--- src/rtl/part1_pkg.sv ---
// Shared constants for the part1 array multiplier.
// latency() reports the P pipeline depth, which grows with PART1_INPUT_REG_EN.
package part1_pkg;

    localparam int unsigned WIDTH_DEF = 8;
    localparam int unsigned PROD_W    = 2 * WIDTH_DEF;

    function automatic int unsigned latency();
`ifdef PART1_INPUT_REG_EN
        return 2;
`else
        return 1;
`endif
    endfunction

endpackage

--- src/rtl/part1_fa.sv ---
// 1-bit full adder cell used throughout the multiplier array.
// Half-adder positions tie cin to 0.
module part1_fa (
    input  logic a,
    input  logic b,
    input  logic cin,
    output logic s,
    output logic cout
);

    assign s    = a ^ b ^ cin;
    assign cout = (a & b) | (a & cin) | (b & cin);

endmodule

--- src/rtl/part1.sv ---
// Unsigned WIDTH x WIDTH carry-save array multiplier with a registered product.
// Define PART1_INPUT_REG_EN to register A/B first (latency 2 instead of 1).
module part1
    import part1_pkg::*;
#(
    parameter int unsigned WIDTH = WIDTH_DEF
) (
    input  logic                 clk,
    input  logic                 rst,
    input  logic [WIDTH-1:0]     A,
    input  logic [WIDTH-1:0]     B,
    output logic [2*WIDTH-1:0]   P
);

    logic [WIDTH-1:0] op_a;
    logic [WIDTH-1:0] op_b;

`ifdef PART1_INPUT_REG_EN
    logic [WIDTH-1:0] a_q;
    logic [WIDTH-1:0] b_q;

    always_ff @(posedge clk) begin
        if (rst) begin
            a_q <= '0;
            b_q <= '0;
        end else begin
            a_q <= A;
            b_q <= B;
        end
    end

    assign op_a = a_q;
    assign op_b = b_q;
`else
    assign op_a = A;
    assign op_b = B;
`endif

    logic [WIDTH-1:0]   pp    [WIDTH];
    logic [WIDTH-1:0]   s_row [WIDTH];
    logic [WIDTH-1:0]   c_row [WIDTH];
    logic [WIDTH-1:0]   rc;
    logic [2*WIDTH-1:0] prod;
    logic [2*WIDTH-1:0] p_q;

    for (genvar i = 0; i < WIDTH; i++) begin : g_pp_row
        for (genvar j = 0; j < WIDTH; j++) begin : g_pp_col
            assign pp[i][j] = op_a[j] & op_b[i];
        end
    end

    // Row 0 is the bare partial product; its carry vector is empty, so row 1 acts as half adders.
    assign s_row[0] = pp[0];
    assign c_row[0] = '0;
    assign prod[0]  = s_row[0][0];

    // Cell (i,j) sits at weight i+j: it adds pp[i][j], the previous row's sum one column up,
    // and the previous row's carry in the same column.
    for (genvar i = 1; i < WIDTH; i++) begin : g_row
        for (genvar j = 0; j < WIDTH; j++) begin : g_col
            logic s_in;
            if (j < WIDTH - 1) begin : g_sum_in
                assign s_in = s_row[i-1][j+1];
            end else begin : g_sum_top
                assign s_in = 1'b0;
            end

            part1_fa u_fa (
                .a    (pp[i][j]),
                .b    (s_in),
                .cin  (c_row[i-1][j]),
                .s    (s_row[i][j]),
                .cout (c_row[i][j])
            );
        end
        assign prod[i] = s_row[i][0];
    end

    // Ripple row merges the last sum/carry vectors into the upper WIDTH bits.
    assign rc[0] = 1'b0;
    for (genvar k = 0; k < WIDTH - 1; k++) begin : g_ripple
        part1_fa u_fa (
            .a    (s_row[WIDTH-1][k+1]),
            .b    (c_row[WIDTH-1][k]),
            .cin  (rc[k]),
            .s    (prod[WIDTH+k]),
            .cout (rc[k+1])
        );
    end

    // The product fits in 2*WIDTH bits, so the MSB cell never carries out.
    assign prod[2*WIDTH-1] = c_row[WIDTH-1][WIDTH-1] ^ rc[WIDTH-1];

    always_ff @(posedge clk) begin
        if (rst) begin
            p_q <= '0;
        end else begin
            p_q <= prod;
        end
    end

    assign P = p_q;

endmodule

--- config.mk ---
export PLATFORM = sky130hd
export DESIGN_NAME = part1
export DESIGN_NICKNAME = d
export VERILOG_FILES = /design/src/rtl/part1_pkg.sv /design/src/rtl/part1_fa.sv /design/src/rtl/part1.sv
export SDC_FILE = /design/constraint.sdc
export NUM_CORES = 1
export LEC_CHECK = 0
export ABC_AREA = 1
export CORE_ASPECT_RATIO = 1.75
export CORE_UTILIZATION = 41
export CTS_CLUSTER_DIAMETER = 200
export DETAILED_ROUTE_END_ITERATION = 10
export GPL_ROUTABILITY_DRIVEN = 0
export PLACE_DENSITY = 0.62
export SYNTH_ARGS = -nofsm -noshare
export SYNTH_HDL_FRONTEND = slang
export SYNTH_SLANG_ARGS = --single-unit
--- constraint.sdc ---
create_clock -name clk -period 22.8 [get_ports clk]
set_clock_uncertainty 0.05 [all_clocks]
set_input_delay 4.56 -clock clk [delete_from_list [all_inputs] [get_ports clk]]
set_output_delay 4.56 -clock clk [all_outputs]
set_load 0.01 [all_outputs]
==> impl_metrics.ini, run 1 <==
[status]
status = completed

[yosys]
ys_seq_area_share_pct = 14.96
synth_nets = 339
synth_common_cells = inv_1, nand2_1, fa_1
synth_area_mm2 = 0.002141
synth_top_area_share_pct = 44.89
synth_edf_count = 0
syn_inst = 265
synth.most_common_cell = inv_1
ys_warn_count = 0
ys_ff_latch = 16
synth.area.top_cells = fa_1, inv_1, dfxtp_1
syn_area_per_cell_um2 = 8.079
ys_async_sr_fraction_pct = 0
synth_cell_type_count = 8
synth.largest_area_cell = fa_1
ys.flop_type = dfxtp_1

[worst_setup_path]
crit_slowest_cell = clkdlybuf4s50_1
cp-end-kind = flop
crit_top_cell = fa_1
startpoint_type = primary input
max_stage_delay_ps = 590
crit_chain = clkdlybuf4s50_1, nand2_1, inv_1, ha_1, inv_1, fa_1, inv_1, fa_1, fa_1, fa_1, fa_1, inv_1, fa_1, inv_1, ha_1, fa_1, fa_1, fa_1, fa_1, fa_1, fa_1, inv_1, nor2_1
cp.arrival_ps = 11480
crit_fanout = 8
required_ps = 22930
crit_type = in2reg

[power]
power.density_mw_per_mm2 = 74.99
ir_worst_vdd_uv = 59.94
power.leakage_nw = 1.508

[floorplan]
initial_core_util_pct = 43.01
dieHeight_um = 97.59
die_area_mm2 = 0.005526
core-area_mm2 = 0.004977
die_x_um = 56.63
io_pins = 34
num_rows = 34

[detailed_routing]
avgViaCountPerCell = 4.379
initialDrtViolationCount = 11
ant_nets = 0
routed_wl_um = 3760
wl_per_cell_um = 11.12
drc = 0
drt_pre_antenna_iters = 4
vias = 1480

[sta]
final.setup.tns_ps = 0
fin_crit_sh_pct = 49.80
layout_setup_ws_ps = 11450
rsz0062_at_grt = no
finalCriticalPeriod_ps = 11350
relSlewSlack_pct = 62.08
setup_violations = 0
max_freq_mhz = 88.08
drv_slew = 0
final_hold_viol_count = 0
tightest_slew_ps = 567.0

[finish]
n_antenna_cell = 0
fin_nets = 359
largest_register_ffs = 16
fin_area_mm2 = 0.002491
nFillCells = 485
synthToLayoutAreaGrowth_pct = 16.36
layout.cells.non_filler = 338
drive_gt1_share_pct = 1.408

[clock_network]
post_cts_buffers = 0
cts_sinks = 16
clockBufferDepth = 2
ctsHoldBuffers = 0
cts_buffers = 3
cts-root-buf = clkbuf_8
htree_levels = 1
clk_pin_slew_ps = 70
post_cts_resized = 0
cts_tree = yes

[global_routing]
busiest_layer = met2
grt_max_degree = 17
grt_overflow_total = 0
grt_pass1_vias = 1662
antenna_found_initial = 0
grtUsageMet1_pct = 15.05
grt.met3_usage_pct = 2.130
grt_pass1_wl_um = 6996
grtUsageTotal_pct = 16.34
grt_use_met2_pct = 34.12

[place]
placedInstanceArea_mm2 = 0.002436
place_ws_ps = 11150
io_buffers = 33
post-place-cells = 334
hpwl_um = 3355

[min_path]
hp-class = in2reg

[run]
max_cap_violations = 0
[final timing paths]
| path | depth (start not counted) | to | slack, ps | startpoint |
|---|---|---|---|---|
| worst max-delay path | 23 | P[14] | 11450 | B[1] |
| worst min-delay path | 3 | P[0] | 5060 | A[0] |
[worst max-delay path, delay by kind of cell]
family	cells	cell delay, ps
buffers and inverters	7	860
AND/OR/NAND/NOR	2	220
adder cells (fa/ha/maj)	14	5820
[through the flow]
stage | hold WS, ps | utilization, % | total power, mW
6_report | 5064 | 50.05 | 0.1868
5_1_grt | 5088 | 50.05 | 0.2144
4_1_cts | 5080 | 50.05 | 0.1923
3_5_place_dp | 5244 | 48.94 | 0.1668
3_3_place_gp | 5242 | 48.94 | 0.1628
2_1_floorplan | 4689 | - | 0.1288
[cell families after synthesis]
| family | share of synthesized area [%] |
|---|---|
| buffers and inverters | 21.45 |
| flip-flops | 14.96 |
| AND/OR/NAND/NOR | 14.03 |
| adder cells (fa/ha/maj) | 49.56 |
[cell usage in the layout, fill, tap and decap left out]
cell type	count
ha_1	8
nand2_1	64
clkbuf_8	4
inv_1	95
dfxtp_1	16
fa_1	48
nor2_1	16
clkdlybuf4s50_1	33
[report_power, final]
part	switching [mW]	leakage [nW]	internal (mW)	total, mW
registers	0.00173	0.133	0.0371	0.0388
logic	0.0648	1.35	0.0584	0.123
clock network	0.00949	0.0288	0.0153	0.0248
[area by class of cell]
cell class	count	area, um2	area share [%]
clock buffer	4	55.05	2.210
multi-input combinational	136	1361	54.65
inverter	95	356.6	14.31
timing repair buffer	33	330.3	13.26
tap	54	67.56	2.712
sequential	16	320.3	12.86
[layer usage]
layer / routed length, um / share of wire, % / vias up
met3: 77 / 2.0 / 6
met4: 80 / 2.1 / 0
li1: - / - / 728
met5: 0 / 0 / -
met2: 2428 / 65 / 25
met1: 1173 / 31 / 721
Note: power is estimated with default switching activity, not from simulation.
==> run 2, diff against run 1 <==
--- a/config.mk
+++ b/config.mk
@@ -11,7 +11,7 @@
 export CTS_CLUSTER_DIAMETER = 200
 export DETAILED_ROUTE_END_ITERATION = 10
 export GPL_ROUTABILITY_DRIVEN = 0
-export PLACE_DENSITY = 0.62
+export PLACE_DENSITY = 0.64
 export SYNTH_ARGS = -nofsm -noshare
 export SYNTH_HDL_FRONTEND = slang
 export SYNTH_SLANG_ARGS = --single-unit
==> constraint.sdc (replaced) <==
create_clock -name clk -period 10.1 [get_ports clk]
set_clock_uncertainty 0.05 [all_clocks]
set_input_delay 2.02 -clock clk [delete_from_list [all_inputs] [get_ports clk]]
set_output_delay 2.02 -clock clk [all_outputs]
set_load 0.01 [all_outputs]
==> run 2 against run 1 <==
  * Setup slack worse by 10000 ps
  * Final cell count is the same
  * Count of clock-buffer cells in the layout did not move
  * Hold slack lost 2500 ps
  * Largest power group unchanged
==> impl_metrics.ini, run 2 (synthesized netlist as in run 1, its figures left out) <==
[place]
io_buffers = 33
hpwl_um = 3165
post-place-cells = 334
place_ws_ps = 1017
placedInstanceArea_mm2 = 0.002436

[finish]
drive_gt1_share_pct = 1.408
fin_area_mm2 = 0.002491
largest_register_ffs = 16
nFillCells = 499
final_util_pct = 50.05
final_cell_mix = inv_1, nand2_1, fa_1
synthToLayoutAreaGrowth_pct = 16.36
layout_commonest_cell = inv_1
layout.cells.non_filler = 338
fin_nets = 359
n_antenna_cell = 0

[sta]
setup_violations = 0
tightest_slew_ps = 533.7
finalCriticalPeriod_ps = 8786
hold_ws_ps = 2514
fin_crit_sh_pct = 86.99
max_freq_mhz = 113.8
rsz0062_at_grt = no
final_hold_viol_count = 0
drv_slew = 0
relSlewSlack_pct = 64.31
final.setup.tns_ps = 0
layout_setup_ws_ps = 1314

[clock_network]
cts_tree = yes
clk_pin_slew_ps = 60
post_cts_buffers = 0
clockBufferDepth = 2
cts_buffers = 3
post_cts_resized = 0
ctsHoldBuffers = 0
cts-root-buf = clkbuf_8
cts_sinks = 16
htree_levels = 1

[detailed_routing]
drt_pre_antenna_iters = 4
routed_wl_um = 3544
initialDrtViolationCount = 8
ant_nets = 0
vias = 1481
avgViaCountPerCell = 4.382
wl_per_cell_um = 10.49
drc = 0

[worst_setup_path]
cp.arrival_ps = 8920
crit_slowest_cell = clkdlybuf4s50_1
crit_type = in2reg
max_stage_delay_ps = 590
crit_chain = clkdlybuf4s50_1, nand2_1, inv_1, ha_1, inv_1, fa_1, inv_1, fa_1, fa_1, fa_1, inv_1, fa_1, fa_1, inv_1, ha_1, fa_1, fa_1, fa_1, fa_1, fa_1, fa_1, inv_1, nor2_1
crit_fanout = 8
cp-end-kind = flop
crit_top_cell = fa_1
startpoint_type = primary input
required_ps = 10230

[global_routing]
grt_pass1_wl_um = 6706
grt_overflow_total = 0
grt_pass1_vias = 1640
antenna_found_initial = 0
grtUsageTotal_pct = 15.59
grt_max_degree = 17

[floorplan]
die_area_mm2 = 0.005526
core-area_mm2 = 0.004977
num_rows = 34
die_x_um = 56.63
io_pins = 34
initial_core_util_pct = 43.01
dieHeight_um = 97.59

[power]
power.density_mw_per_mm2 = 167.3
power.leakage_nw = 1.508
finalPower_mw = 0.4169
ir_worst_vdd_uv = 137.8

[run]
max_cap_violations = 0

[min_path]
hp-class = in2reg

[status]
status = completed
## run 2: worst paths after layout
path | from | end | slack [ps] | cells after the start
max | B[0] | P[14] | 1310 | 23
min | A[0] | P[0] | 2510 | 3
## run 2: where the power goes
part	internal (mW)	leakage, nW	switching, mW
Sequential	0.0837	0.133	0.00377
Combinational	0.131	1.35	0.144
Clock	0.0345	0.0288	0.0205
Total	0.249	1.51	0.168
## run 2: critical path: cells and delay by family
kind	cells	cell delay, ps
adder cells (fa/ha/maj)	14	5790
buffers and inverters	7	870
AND/OR/NAND/NOR	2	210
## run 2: cell type report
type	instances	area [um2]	share of cell area, %
Multi-Input combinational cell	136	1361	54.65
Inverter	95	356.6	14.31
Clock buffer	4	55.05	2.210
Tap cell	54	67.56	2.712
Sequential cell	16	320.3	12.86
Timing Repair Buffer	33	330.3	13.26
## run 2: metal layers
metal | up-vias | wire length (um) | GRT usage, %
met1 | 717 | 1178 | 14.35
met3 | 9 | 94 | 1.997
li1 | 730 | - | -
met4 | 0 | 88 | 5.816
met2 | 25 | 2183 | 32.22
met5 | - | 0 | 0
